`config.mk`:
```
export PLATFORM = sky130hd
export DESIGN_NAME = rr_arbiter_16
export DESIGN_NICKNAME = d
export VERILOG_FILES = /design/src/rtl/arb_pkg.sv /design/src/rtl/rr_pick_16.sv /design/src/rtl/rr_arbiter_16.sv
export SDC_FILE = /design/constraint.sdc
export NUM_CORES = 1
export LEC_CHECK = 0
export CORE_MARGIN = 5
export CORE_UTILIZATION = 60
export CTS_CLUSTER_SIZE = 40
export DETAILED_ROUTE_END_ITERATION = 8
export PLACE_DENSITY = 0.93
export SYNTH_ARGS = -nofsm -noshare
export SYNTH_HDL_FRONTEND = slang
export SYNTH_SLANG_ARGS = --single-unit
```
`constraint.sdc`:
```
create_clock -name clk -period 7.1 [get_ports clk]
set_input_delay 1.065 -clock clk [delete_from_list [all_inputs] [get_ports clk]]
set_output_delay 1.065 -clock clk [all_outputs]
set_load 0.005 [all_outputs]
```
`src/rtl/arb_pkg.sv`:
```
// Shared types and constants for the 16-requester round-robin arbiter.
package arb_pkg;

    localparam int ARB_N     = 16;
    localparam int ARB_IDX_W = 4;

    // Arbiter FSM: waiting for a request, or holding a locked grant.
    typedef enum logic {
        ARB_IDLE  = 1'b0,
        ARB_GRANT = 1'b1
    } arb_state_t;

    // Modulo-16 increment used to advance the priority pointer past a winner.
    function automatic logic [ARB_IDX_W-1:0] idx_inc(input logic [ARB_IDX_W-1:0] v);
        return v + {{(ARB_IDX_W-1){1'b0}}, 1'b1};
    endfunction

endpackage

```
`src/rtl/rr_pick_16.sv`:
```
// Combinational rotating-priority picker: returns the first set request
// at or above ptr, wrapping from 15 back to 0.
module rr_pick_16
    import arb_pkg::*;
(
    input  logic [ARB_N-1:0]     req,
    input  logic [ARB_IDX_W-1:0] ptr,
    output logic [ARB_IDX_W-1:0] idx,
    output logic                 found
);

    logic [2*ARB_N-1:0]   req_dbl;
    logic [ARB_N-1:0]     req_rot;
    logic [ARB_N-1:0]     lower_clear;
    logic [ARB_N-1:0]     first_hot;
    logic [ARB_IDX_W-1:0] rot_idx;

    // Rotate right by ptr so the pointer's requester lands at bit 0.
    assign req_dbl = {req, req} >> ptr;
    assign req_rot = req_dbl[ARB_N-1:0];

    // Fixed-priority find-first: bit gi wins only if every lower bit is clear.
    assign lower_clear[0] = 1'b1;
    genvar gi;
    generate
        for (gi = 1; gi < ARB_N; gi++) begin : g_lower
            assign lower_clear[gi] = lower_clear[gi-1] & ~req_rot[gi-1];
        end
        for (gi = 0; gi < ARB_N; gi++) begin : g_first
            assign first_hot[gi] = req_rot[gi] & lower_clear[gi];
        end
    endgenerate

    // Encode the one-hot winner in the rotated frame.
    always_comb begin
        rot_idx = '0;
        for (int i = 0; i < ARB_N; i++) begin
            if (first_hot[i]) begin
                rot_idx = ARB_IDX_W'(i);
            end
        end
    end

    // Un-rotate: adding ptr back is naturally modulo 16 in a 4-bit sum.
    assign idx   = rot_idx + ptr;
    assign found = |req;

endmodule

```
`src/rtl/rr_arbiter_16.sv`:
```
// Sixteen-requester round-robin arbiter. Picks one request, locks it until
// acknowledged, and presents the winner as a registered binary index.
module rr_arbiter_16
    import arb_pkg::*;
#(
    parameter logic [3:0] RESET_PTR = 4'd0
)
(
    input  logic        clk,
    input  logic        rst_n,
    input  logic [15:0] req,
    input  logic        grant_ack,
    output logic [3:0]  grant_idx,
    output logic        grant_valid,
    output logic        busy_any
);

    arb_state_t           state_reg, state_next;
    logic [ARB_IDX_W-1:0] ptr_reg, ptr_next;
    logic [ARB_IDX_W-1:0] grant_idx_reg, grant_idx_next;
    logic                 grant_valid_reg, grant_valid_next;
    logic [ARB_IDX_W-1:0] pick_idx;
    logic                 pick_found;

    rr_pick_16 u_pick (
        .req   (req),
        .ptr   (ptr_reg),
        .idx   (pick_idx),
        .found (pick_found)
    );

    // State, pointer and output registers; reset abandons any pending grant.
    always_ff @(posedge clk) begin
        if (!rst_n) begin
            state_reg       <= ARB_IDLE;
            ptr_reg         <= RESET_PTR;
            grant_idx_reg   <= '0;
            grant_valid_reg <= 1'b0;
        end else begin
            state_reg       <= state_next;
            ptr_reg         <= ptr_next;
            grant_idx_reg   <= grant_idx_next;
            grant_valid_reg <= grant_valid_next;
        end
    end

    // Next-state logic: the pointer only moves when a grant is acknowledged,
    // and acks seen while idle are ignored.
    always_comb begin
        state_next       = state_reg;
        ptr_next         = ptr_reg;
        grant_idx_next   = grant_idx_reg;
        grant_valid_next = grant_valid_reg;
        unique case (state_reg)
            ARB_IDLE: begin
                grant_valid_next = 1'b0;
                if (pick_found) begin
                    grant_idx_next   = pick_idx;
                    grant_valid_next = 1'b1;
                    state_next       = ARB_GRANT;
                end
            end
            ARB_GRANT: begin
                if (grant_ack) begin
                    grant_valid_next = 1'b0;
                    ptr_next         = idx_inc(grant_idx_reg);
                    state_next       = ARB_IDLE;
                end
            end
            default: begin
                state_next       = ARB_IDLE;
                grant_valid_next = 1'b0;
            end
        endcase
    end

    assign grant_idx   = grant_idx_reg;
    assign grant_valid = grant_valid_reg;
    assign busy_any    = |req;

endmodule

```
======== Word-level counts from Yosys, hierarchy flattened ========
Index checks and enable logic that the tools add are counted.
storage, ports and cells
  memory bits (read-only) ................. 0
  logic and storage cells ................. 76
  output and inout bits ................... 6
  flip-flop bits (word level) ............. 10
  memories kept ........................... 0
  latch bits .............................. 0
  RAM bits ................................ 0
operators by class
  bitwise operators ....................... 45
  eq/ne operators ......................... 1
  add/sub/neg operators ................... 2
  shift operators ......................... 1
  muxes and demuxes ....................... 20
  div/mod/pow operators ................... 0
  magnitude comparators ................... 0
  reductions and logical operators ........ 3
  multiply operators ...................... 0
operator list
  operator                                     count
  two-way mux 4 bit                            14
  >> shifter 32 x 4 -> 16 bit                  1
  AND 1 bit                                    29
  NOT 1 bit                                    16
  OR reduction 16 bit                          1
  adder 4 x 1 -> 4 bit, second input constant  1
  adder 4 bit                                  1
  two-way mux 1 bit                            4
  one-hot mux 1 bit (2 select lines)           2
  AND reduction 2 bit                          2
  != test 2 bit, second input constant         1

======== Logic depth before layout (Yosys ltp) ========
Gate-level depths: netlist of the first run.
  depth in word-level cells ............... 19
  mapped depth ............................ 16

======== Cells and area by module ========
Synthesis of the first run repeated with hierarchy kept, for this count alone.
second synthesis, totals
  cell total of the unflattened synthesis .. 186
  area, all modules ....................... 1654.1 um^2
modules (own cells, without submodules)
  module         seq. area each (um^2)  times used  cells an instance  area an instance (um^2)
  rr_pick_16     0.0                    1           142                1213.7
  rr_arbiter_16  200.2                  1           44                 440.4

======== Least setup slack after synthesis of the first run ========
No wires, ideal clock.
  path kind ............................... input port to flip-flop
  start ................................... input req[8]
  end ..................................... register grant_idx_reg[3], in the netlist grant_idx[3]
  buffers on the path ..................... 0
  stages on the path ...................... 13
  arrival ................................. 3.827 ns
  setup slack ............................. 3.199 ns
  path through ............................ mux4_2 -> mux2_1 -> mux2i_2 -> o31ai_1 -> a2111oi_0 -> nor3_1 -> a41o_1 -> ha_1 -> a21o_1 -> a21oi_1 -> xor2_1 -> nand3_1 -> a31oi_1
on the way
  word-level cells in the longest chain between the ends .. 19
  elaborated cells between the ends (all ways) .. 63
  classes of those cells .................. add/sub: 1; shift: 1; mux: 15; bitwise: 44; reduce/logical: 2
RTL lines
  what                                                            line                                source
  start, declared                                                 rr_arbiter_16.sv:11                 input logic [15:0] req,
  >> shifter 32 x 4 -> 16 bit                                     rr_pick_16.sv:19                    assign req_dbl = {req, req} >> ptr;
  NOT 1 bit                                                       rr_pick_16.sv:27                    assign lower_clear[gi] = lower_clear[gi-1] & ~req_rot[gi-1];
  AND 1 bit (on tied branches)                                    rr_pick_16.sv:30, rr_pick_16.sv:27
  two-way mux 1 bit, or another cell as far along                 rr_pick_16.sv:38                    if (first_hot[i]) begin
  two-way mux 4 bit, or another cell as far along (12 in series)  rr_pick_16.sv:38
  two-way mux 4 bit or AND 1 bit (tied branches)                  rr_pick_16.sv:38, rr_pick_16.sv:30
  two-way mux 4 bit                                               rr_pick_16.sv:38
  adder 4 bit                                                     rr_pick_16.sv:45                    assign idx = rot_idx + ptr;
  end signal, assigned                                            rr_arbiter_16.sv:42                 grant_idx_reg <= grant_idx_next;
  end, declared                                                   rr_arbiter_16.sv:20                 logic [ARB_IDX_W-1:0] grant_idx_reg, grant_idx_next;
Several ways; a longest one is shown, not always the timed one.
A chain may end at the register's enable or synchronous reset.

======== Final worst setup path of the first run ========
  start ................................... input req[10]
  end ..................................... register grant_idx_reg[3], in the netlist grant_idx[3]
Same word-level chain as after synthesis.

==> impl_metrics.py, run 1 <==
metrics = {
    "floorplan": {
        "boundaryPins": 25,
        "design.die.area_um2": 4403,
        "core-area_um2": 3053,
        "die_h_um": 66.36,
        "rows": 20,
        "die_width_um": 66.36,
        "start_util": 0.6242,
    },
    "worst_setup_path": {
        "worstPathCellList": "clkdlybuf4s50_1, mux4_2, a2111oi_0, nor2_1, or3_1, a21oi_2, a41o_1, ha_1, a21o_1, a21oi_1, xor2_1, nand3_1, a31oi_1",
        "worst-setup-path-type": "in2reg",
        "cp_num_buf_inv": 1,
        "cp_data_required_time_ns": 7.32,
        "reg2reg_depth": 13,
        "slowest_delay_ns": 0.56,
        "cp.arrival_ns": 4.90,
        "critPathMaxFanout": 10,
        "worstSetupPathDepth": 13,
        "crit_slowest_cell": "clkdlybuf4s50_1",
        "cp_top_family": "compound AO/OA/AOI/OAI gates",
        "cp-start-kind": "primary input",
        "cp-end-kind": "register",
    },
    "job": {
        "max_cap_violations": 0,
    },
    "yosys": {
        "synth-edff-count": 0,
        "netlist_instances": 208,
        "synth.largest_area_cell": "mux4_2",
        "yosysSeqAreaShare": 0.1051,
        "syn_nets": 232,
        "postSynth.asyncResetShare": 0,
        "synth_seq_cells": 10,
        "synth_cell_type_count": 50,
        "yosys_warnings": 0,
        "synth_area_um2": 1906,
        "avgSynthCellArea_um2": 9.161,
        "ys.flop_type": "dfxtp_1",
        "synth_top_area_frac": 0.3191,
        "synth_area_leaders": "mux4_2 (32%), dfxtp_1 (11%), nand2_1 (5.3%)",
        "yosys-top-cells-count": "mux4_2 (27), nand2_1 (27), nor2_1 (13), dfxtp_1 (10), nor2b_1 (9)",
    },
    "timing": {
        "skew_ns": 0.01017,
        "drv_slew": 0,
        "finalSetupViolations": 0,
        "fin_crit_sh": 0.6590,
        "grt_setup_unrepaired": "no",
        "worst_pin_slew_ns": 0.8802,
        "timing.setup.tns_ns": 0,
        "period_minus_slack_ns": 4.679,
        "hold_violations": 0,
        "slew_headroom": 0.4124,
        "max_clock_freq_mhz": 213.7,
    },
    "cells_and_area": {
        "num_antenna_cells": 0,
        "fin_nets": 250,
        "fin_cells": 269,
        "final_cell_area_um2": 2186,
        "area_growth_pct": 14.71,
        "drive_above_1_share": 0.1867,
    },
    "clock_tree": {
        "clk_path_buf_depth": 2,
        "clk_latency_ns": 0.28,
        "cts_tree": "built",
        "numCtsBuffers": 3,
        "post_cts_resized": 0,
        "clkTransAtPathRegs_ns": 0.08,
        "clkSinkCount": 10,
        "cts_setup_buffers": 0,
        "ctsHoldBuffers": 0,
        "cts_root_buffer": "clkbuf_4",
        "h-tree-depth": 1,
    },
    "global_route": {
        "grt_pass1_vias": 1876,
        "grtUsageTotal": 0.2778,
        "grt_overflow": 0,
        "grt_pass1_wl_um": 9356,
        "grt_max_degree": 41,
        "antenna_found_initial": 0,
    },
    "power": {
        "ir_worst_vdd_mv": 0.1352,
        "seqPwrFrac": 0.236,
        "p_total_mw": 0.2905,
        "p_per_area_nw_per_um2": 132.9,
        "p_leak_nw": 0.7760,
        "internal_power_mw": 0.1735,
        "p_sw_mw": 0.1169,
        "pwr-share-comb": 0.572,
        "clkPwrFrac": 0.191,
        "swShare": 0.4026,
    },
    "place": {
        "placed_cells": 265,
        "hpwl_um": 3912,
        "gp_congestion": 0.9431,
        "placed_area_um2": 2150,
        "port_buffers": 24,
    },
    "route": {
        "postRouteWirelength_um": 5453,
        "drtAntennaViolNets": 0,
        "drt_iter0_drc": 211,
        "drc": 0,
        "via_count": 1919,
        "drt-vias-per-instance": 7.134,
        "drt-wirelength-per-cell_um": 20.27,
        "first_pass_iters": 7,
    },
    "run_status": {
        "outcome": "complete, no violations",
    },
    "hold_path": {
        "min_path_cells": 2,
        "hp-class": "reg2reg",
    },
}
## logic make-up (layout without fill, tap and decap cells)
| family | Yosys count | count (layout) | synth area share |
|---|---|---|---|
| AO/OA/AOI/OAI | 54 | 54 | 0.2029 |
| XOR/XNOR | 4 | 4 | 0.01839 |
| adder cells (fa/ha/maj) | 5 | 5 | 0.03677 |
| buffers and inverters | 19 | 36 | 0.04858 |
| flip-flops | 10 | 10 | 0.1051 |
| multiplexers | 40 | 40 | 0.3933 |
| AND/OR/NAND/NOR | 76 | 76 | 0.1950 |
## area by class of cell
type                       count  area, µm²
clock buffer                   4      36.28
fill                         205      867.1
inverter                       5      18.77
tap                           44      55.05
multi-input combinational    179       1613
sequential                    10      200.2
timing repair buffer          27      262.8
## worst paths after layout
| kind | startpoint | to | slack [ns] |
|---|---|---|---|
| setup / recovery | req[10] | grant_idx[3] | 2.42 |
| hold / removal | grant_valid | grant_valid | 0.51 |
| setup reg to reg | ptr_reg[0] | grant_idx[3] | 2.96 |
| hold reg to reg | grant_valid | grant_valid | 0.51 |
## per-layer routing
layer / GRT usage / up-vias / routed length (µm)
met4: 0.08629 / 0 / 95
met3: 0.05782 / 12 / 505
met5: 0 / - / 0
met2: 0.4659 / 129 / 2751
li1: - / 862 / -
met1: 0.3562 / 916 / 2100
## power by group through the flow
stage	sequential, mW	clock, mW	combinational [mW]
2_1_floorplan	0.0666	0	0.117
3_3_place_gp	0.0690	0	0.156
3_5_place_dp	0.0694	0	0.161
4_1_cts	0.0684	0.0561	0.163
5_1_grt	0.0694	0.0602	0.181
6_report	0.0687	0.0555	0.166
## cell usage in the layout, fill, tap and decap left out, types with 3 or more instances in the layout
cell	Yosys	routed
mux4_2	27	27
buf_4	0	3
o211a_1	3	3
o21a_1	3	3
a21oi_1	8	8
ha_1	4	4
clkdlybuf4s50_1	0	24
nor2_1	13	13
and2_1	6	6
clkbuf_4	0	3
a21boi_0	6	6
mux2_2	4	4
nand2_1	27	27
a2111oi_0	6	6
o21ai_1	3	3
nor2b_1	9	9
o21ai_0	8	8
inv_1	3	3
nand3_1	8	8
mux2i_1	6	6
dfxtp_1	10	10
## stage by stage
stage / utilization / setup WS [ns] / hold slack (ns)
CTS: 0.7160 / 2.496 / 0.5218
floorplan: - / 3.199 / 0.4517
finish: 0.7160 / 2.421 / 0.5150
global route: 0.7160 / 2.208 / 0.5664
detailed placement: 0.7041 / 2.233 / 0.5124
global placement: 0.7041 / 2.436 / 0.4553
## worst min-delay path, stage by stage, from the launching register on
cell	delay [ns]
dfxtp_1	0.33
inv_1	0.05
a21boi_0	0.08
Power figures use the tool's default switching activity.
==> inputs of run 2 (changes only) <==
--- a/config.mk
+++ b/config.mk
@@ -6,10 +6,10 @@
 export NUM_CORES = 1
 export LEC_CHECK = 0
 export CORE_MARGIN = 5
-export CORE_UTILIZATION = 60
+export CORE_UTILIZATION = 51
 export CTS_CLUSTER_SIZE = 40
 export DETAILED_ROUTE_END_ITERATION = 8
-export PLACE_DENSITY = 0.93
+export PLACE_DENSITY = 0.85
 export SYNTH_ARGS = -nofsm -noshare
 export SYNTH_HDL_FRONTEND = slang
 export SYNTH_SLANG_ARGS = --single-unit
==> constraint.sdc (replaced) <==
create_clock -name clk -period 3.85 [get_ports clk]
set_input_delay 0.5775 -clock clk [delete_from_list [all_inputs] [get_ports clk]]
set_output_delay 0.5775 -clock clk [all_outputs]
set_load 0.005 [all_outputs]
==> run 2 against run 1 <==
  * Sequential share of layout area down 1.8 points
  * Non-clock buffer count up 50
  * Wire length up 35%
  * Worst hold slack better by 0.0021 ns
  * Core utilization up 3.7 points
  * Clock-buffer cell count unchanged
  * Sequential cell count unchanged
  * Power up 130%
  * Critical path depth up 2
  * Register-to-register slack worse by 2.9 ns
  * Critical path type unchanged
  * Largest cell class unchanged
==> impl_metrics.py, run 2 (synthesis gave the netlist of run 1 again) <==
metrics = {
    "place": {
        "placed_area_um2": 2540,
        "port_buffers": 24,
        "placed_cells": 317,
        "gp_congestion": 0.9105,
        "hpwl_um": 4599,
    },
    "worst_setup_path": {
        "cp-start-kind": "primary input",
        "worst-setup-path-type": "in2reg",
        "slowest_delay_ns": 0.55,
        "cp-end-kind": "register",
        "crit_slowest_cell": "mux4_2",
        "worstPathCellList": "clkdlybuf4s15_1, mux4_2, buf_6, mux4_2, nand2b_4, a2111oi_2, or3_1, a21oi_2, o21ai_1, ha_2, fa_2, xnor2_2, nor2_1, a21oi_1, nor2b_1",
        "cp.arrival_ns": 3.90,
        "r2r_slack_ns": 0.10,
        "cp_data_required_time_ns": 3.98,
        "rr_endpoint": "grant_idx[2]",
        "critPathMaxFanout": 7,
        "r2r-start": "ptr_reg[0]",
        "reg2reg_depth": 15,
        "cpMostUsedCell": "mux4_2",
    },
    "power": {
        "p_per_area_nw_per_um2": 249.5,
        "p_sw_mw": 0.2617,
        "p_total_mw": 0.6823,
        "internal_power_mw": 0.4207,
        "pwr-share-comb": 0.616,
        "ir_worst_vdd_mv": 0.2863,
        "seqPwrFrac": 0.183,
        "swShare": 0.3835,
        "clkPwrFrac": 0.201,
        "p_leak_nw": 1.136,
    },
    "clock_tree": {
        "clk_latency_ns": 0.24,
        "h-tree-depth": 1,
        "clk_path_buf_depth": 2,
        "cts_root_buffer": "clkbuf_8",
        "clkTransAtPathRegs_ns": 0.05,
        "clkSinkCount": 10,
        "numCtsBuffers": 3,
        "ctsHoldBuffers": 0,
        "cts_tree": "built",
    },
    "route": {
        "first_pass_iters": 5,
        "drtAntennaViolNets": 0,
        "drt_iter0_drc": 333,
        "drt-vias-per-instance": 6.864,
        "drt-wirelength-per-cell_um": 22.75,
        "drc": 0,
        "postRouteWirelength_um": 7348,
        "via_count": 2217,
    },
    "global_route": {
        "grt_pass1_wl_um": 10240,
        "antenna_found_initial": 0,
        "grt_overflow": 0,
        "grtUsageTotal": 0.2494,
        "grt_pass1_vias": 2081,
        "grt_max_degree": 40,
    },
    "floorplan": {
        "rows": 22,
        "die_h_um": 71.13,
        "start_util": 0.5244,
        "boundaryPins": 25,
        "design.die.area_um2": 5059,
        "die_width_um": 71.13,
        "core-area_um2": 3633,
    },
    "timing": {
        "finalSetupViolations": 0,
        "skew_ns": 0.001048,
        "max_clock_freq_mhz": 265.3,
        "period_minus_slack_ns": 3.769,
        "worst_pin_slew_ns": 0.5386,
        "slew_headroom": 0.6316,
        "hold_violations": 0,
        "fin_crit_sh": 0.9790,
        "fin_hold_ws_ns": 0.5171,
        "drv_slew": 0,
    },
    "cells_and_area": {
        "area_growth_pct": 43.53,
        "fillers": 233,
        "final_cell_area_um2": 2735,
        "layout_commonest_cell": "buf_4",
        "utilization": 0.7528,
        "drive_above_1_share": 0.3855,
        "regArea_um2": 201.4,
        "multi_input_area_um2": 1700,
        "final_cell_mix": "buf_4 (47), mux4_2 (27), nand2_1 (27)",
        "fin_nets": 300,
        "num_antenna_cells": 0,
        "fin_cells": 323,
    },
    "job": {
        "max_cap_violations": 0,
    },
    "hold_path": {
        "hp-class": "reg2reg",
        "worstHoldStart": "grant_valid",
        "min_path_cells": 2,
        "whs_endpoint": "grant_valid",
    },
    "run_status": {
        "outcome": "complete, no violations",
    },
}
-- run 2: routing by layer --
metal,GRT usage,routed length (µm),vias up
met5,0,0,-
met4,0.08559,339,0
met2,0.4264,3472,186
met1,0.3227,2792,1038
met3,0.03409,744,38
li1,-,-,955
-- run 2: worst max-delay path by stage --
stage	start	to	depth (start not counted)	slack, ns
after global routing	req[14]	grant_idx[3]	15	-0.07
after global placement	req[8]	grant_idx[3]	14	-0.30
final	req[8]	grant_idx[2]	15	0.08
after detailed placement	req[8]	grant_idx[3]	14	-0.52
after CTS	req[9]	grant_idx[1]	13	0.004
after floorplan	ptr_reg[0]	grant_idx[3]	15	0.32
-- run 2: metrics by stage --
stage	setup slack, ns	TNS, ns
after floorplan	0.3246	0
after global placement	-0.2969	-0.8609
after detailed placement	-0.5187	-1.286
after CTS	0.003524	0
after global routing	-0.06970	-0.1150
final	0.08092	0
-- run 2: cell type report --
type                    instances  area share
clock buffers                   4     0.02013
inverters                       5    0.006862
multi-input cells             179      0.6217
flip-flops and latches         10     0.07365
well taps                      48     0.02196
repair buffers                 77      0.2557
-- run 2: repair_timing --
action | CTS | global route
gates resized for setup | 21 | 23
endpoints found under the setup margin | 3 | 3
pin swaps | 4 | 8
setup buffers | 1 | 0
cloned | 0 | 1
-- run 2: worst max-delay path, delay by kind of cell --
kind | cells | cell delay (ns)
muxes | 2 | 1.06
AOI/OAI and AO/OA | 4 | 0.47
buffers and inverters | 2 | 0.43
adders and majority gates | 2 | 0.58
xor gates and xnor gates | 1 | 0.16
and+or+nand+nor | 4 | 0.64
-- run 2: power by group through the flow --
| stage | registers (mW) | logic, mW | clock network (mW) |
|---|---|---|---|
| finish | 0.125 | 0.420 | 0.137 |
| CTS | 0.122 | 0.384 | 0.137 |
| global placement | 0.123 | 0.358 | 0 |
| global route | 0.125 | 0.448 | 0.143 |
| floorplan | 0.123 | 0.216 | 0 |
| detailed placement | 0.124 | 0.370 | 0 |
==> inputs of run 3 (changes only) <==
--- a/config.mk
+++ b/config.mk
@@ -5,8 +5,10 @@
 export SDC_FILE = /design/constraint.sdc
 export NUM_CORES = 1
 export LEC_CHECK = 0
+export CELL_PAD_IN_SITES_DETAIL_PLACEMENT = 0
+export CELL_PAD_IN_SITES_GLOBAL_PLACEMENT = 1
 export CORE_MARGIN = 5
-export CORE_UTILIZATION = 51
+export CORE_UTILIZATION = 39
 export CTS_CLUSTER_SIZE = 40
 export DETAILED_ROUTE_END_ITERATION = 8
 export PLACE_DENSITY = 0.85
==> run 3 against run 2 <==
  * Non-clock buffer count is 2 lower
  * Combinational power is 6.4% lower
  * Wire length is 28% lower
  * Sequential cell count stayed put
  * Final area is 0.37% higher
  * Cell count is 5.0% higher
  * Global-route usage is 6.9 points lower
  * Via count is 12% lower
  * Sequential share of layout area is 0.072 points lower
  * Critical path type unchanged
  * Largest power group unchanged
==> impl_metrics.py, run 3 (synthesis gave the netlist of run 1 again) <==
metrics = {
    "floorplan": {
        "core-area_um2": 4723,
        "design.die.area_um2": 6384,
        "die_h_um": 79.90,
        "start_util": 0.4034,
        "die_width_um": 79.90,
        "boundaryPins": 25,
        "rows": 25,
    },
    "power": {
        "p_per_area_nw_per_um2": 226.6,
        "p_leak_nw": 1.119,
        "ir_worst_vdd_mv": 0.2068,
        "p_total_mw": 0.6221,
    },
    "worst_setup_path": {
        "cp.arrival_ns": 3.86,
        "rr_endpoint": "grant_idx[2]",
        "cp_top_family": "compound AO/OA/AOI/OAI gates",
        "cp-end-kind": "register",
        "cp-start-kind": "primary input",
        "worst-setup-path-type": "in2reg",
        "critPathMaxFanout": 6,
        "cp_data_required_time_ns": 4.01,
        "cp_num_buf_inv": 2,
        "r2r-start": "ptr_reg[0]",
        "worstPathCellList": "clkdlybuf4s50_1, buf_4, mux4_2, mux4_2, nand2b_4, a2111oi_2, or3_1, a21oi_1, o21ai_1, ha_2, a21o_1, a21oi_2, xor2_1, a21o_1, a31oi_1",
        "crit_slowest_cell": "mux4_2",
        "slowest_delay_ns": 0.50,
        "r2r_slack_ns": 0.27,
        "reg2reg_depth": 15,
    },
    "route": {
        "drt_iter0_drc": 92,
        "drt-vias-per-instance": 5.755,
        "via_count": 1951,
        "postRouteWirelength_um": 5326,
        "drtAntennaViolNets": 0,
        "first_pass_iters": 4,
        "drt-wirelength-per-cell_um": 15.71,
        "drc": 0,
    },
    "hold_path": {
        "whs_endpoint": "grant_valid",
        "worstHoldStart": "grant_valid",
        "min_path_cells": 2,
        "hp-class": "reg2reg",
    },
    "global_route": {
        "grt_pass1_vias": 1934,
        "grt_max_degree": 40,
        "grt_overflow": 0,
        "antenna_found_initial": 0,
        "grtUsageTotal": 0.1808,
        "grt_pass1_wl_um": 9252,
    },
    "cells_and_area": {
        "area_growth_pct": 44.06,
        "fin_nets": 298,
        "num_antenna_cells": 0,
        "regArea_um2": 200.2,
        "final_cell_mix": "buf_4 (47), mux4_2 (27), nand2_1 (27)",
        "multi_input_area_um2": 1729,
        "drive_above_1_share": 0.3860,
        "fillers": 399,
        "layout_commonest_cell": "buf_4",
    },
    "timing": {
        "worst_slack_ns": 0.1485,
        "period_minus_slack_ns": 3.702,
        "worst_pin_slew_ns": 0.4770,
        "drv_slew": 0,
        "finalSetupViolations": 0,
        "slew_headroom": 0.6815,
        "fin_crit_sh": 0.9614,
        "hold_violations": 0,
        "skew_ns": 0.001913,
        "max_clock_freq_mhz": 270.2,
    },
    "clock_tree": {
        "clk_path_buf_depth": 2,
        "cts_root_buffer": "clkbuf_8",
        "h-tree-depth": 1,
        "clkTransAtPathRegs_ns": 0.05,
        "numCtsBuffers": 3,
        "cts_tree": "built",
        "clkSinkCount": 10,
        "clk_latency_ns": 0.23,
    },
    "place": {
        "hpwl_um": 4175,
        "gp_congestion": 0.8935,
        "place_ws_ns": -0.5059,
        "port_buffers": 24,
    },
    "job": {
        "max_cap_violations": 0,
    },
    "run_status": {
        "outcome": "complete, no violations",
    },
}
-- run 3: cell count changes in the layout (fill, tap and decap cells not counted), sizes merged --
cell and delta:
buf -1, clkbuf -3, clkdlybuf4s15 -1, clkdlybuf4s50 +2
dlygate4sd2 -1, dlymetal6s2s +1
-- run 3: layout make-up --
class / count / area share
timing repair buffer: 75 / 0.2448
multi-input combinational: 179 / 0.6299
tap: 67 / 0.03054
sequential: 10 / 0.07293
clock buffer: 3 / 0.01504
inverter: 5 / 0.006837
-- run 3: power breakdown --
part | total, mW | switching (mW) | internal [mW]
Clock | 0.107 | 0.0383 | 0.0682
Sequential | 0.123 | 0.00940 | 0.113
Combinational | 0.393 | 0.180 | 0.213
-- run 3: what timing repair did --
action	in CTS	in global routing
hold buffers	0	0
setup buffers	0	1
pin swaps	1	7
gates resized for setup	14	29
endpoints found under the setup margin	3	3
-- run 3: how the worst max path moves through the flow --
stage                     slack [ns]  cells past startpoint        from      endpoint
final                           0.15                     15      req[7]  grant_idx[3]
after global routing          -0.003                     15     req[10]  grant_idx[3]
after CTS                     -0.002                     15     req[14]  grant_idx[2]
after detailed placement       -0.51                     16      req[0]  grant_idx[3]
after global placement         -0.38                     14     req[12]  grant_idx[3]
after floorplan                 0.32                     15  ptr_reg[0]  grant_idx[3]
-- run 3: stage by stage --
stage	std cells	instance area (µm²)	hold slack, ns	utilization	setup TNS [ns]
floorplan	208	1906	0.4517	-	0
CTS	338	2624	0.4608	0.5555	-0.002554
global route	339	2745	0.5099	0.5812	-0.003469
global placement	335	2556	0.4450	0.5412	-0.8932
finish	339	2745	0.4577	0.5812	0
detailed placement	335	2556	0.4537	0.5412	-1.195
-- run 3: routing by layer --
layer | track usage | part of all wire | vias up
li1 | - | - | 949
met1 | 0.2452 | 0.44 | 937
met2 | 0.2955 | 0.50 | 54
met3 | 0.02935 | 0.044 | 11
met4 | 0.05236 | 0.020 | 0
met5 | 0 | 0 | -
-- run 3: worst min-delay path: stages (launching register included) --
cell	delay (ns)
dfxtp_1	0.30
inv_1	0.04
a21boi_0	0.06
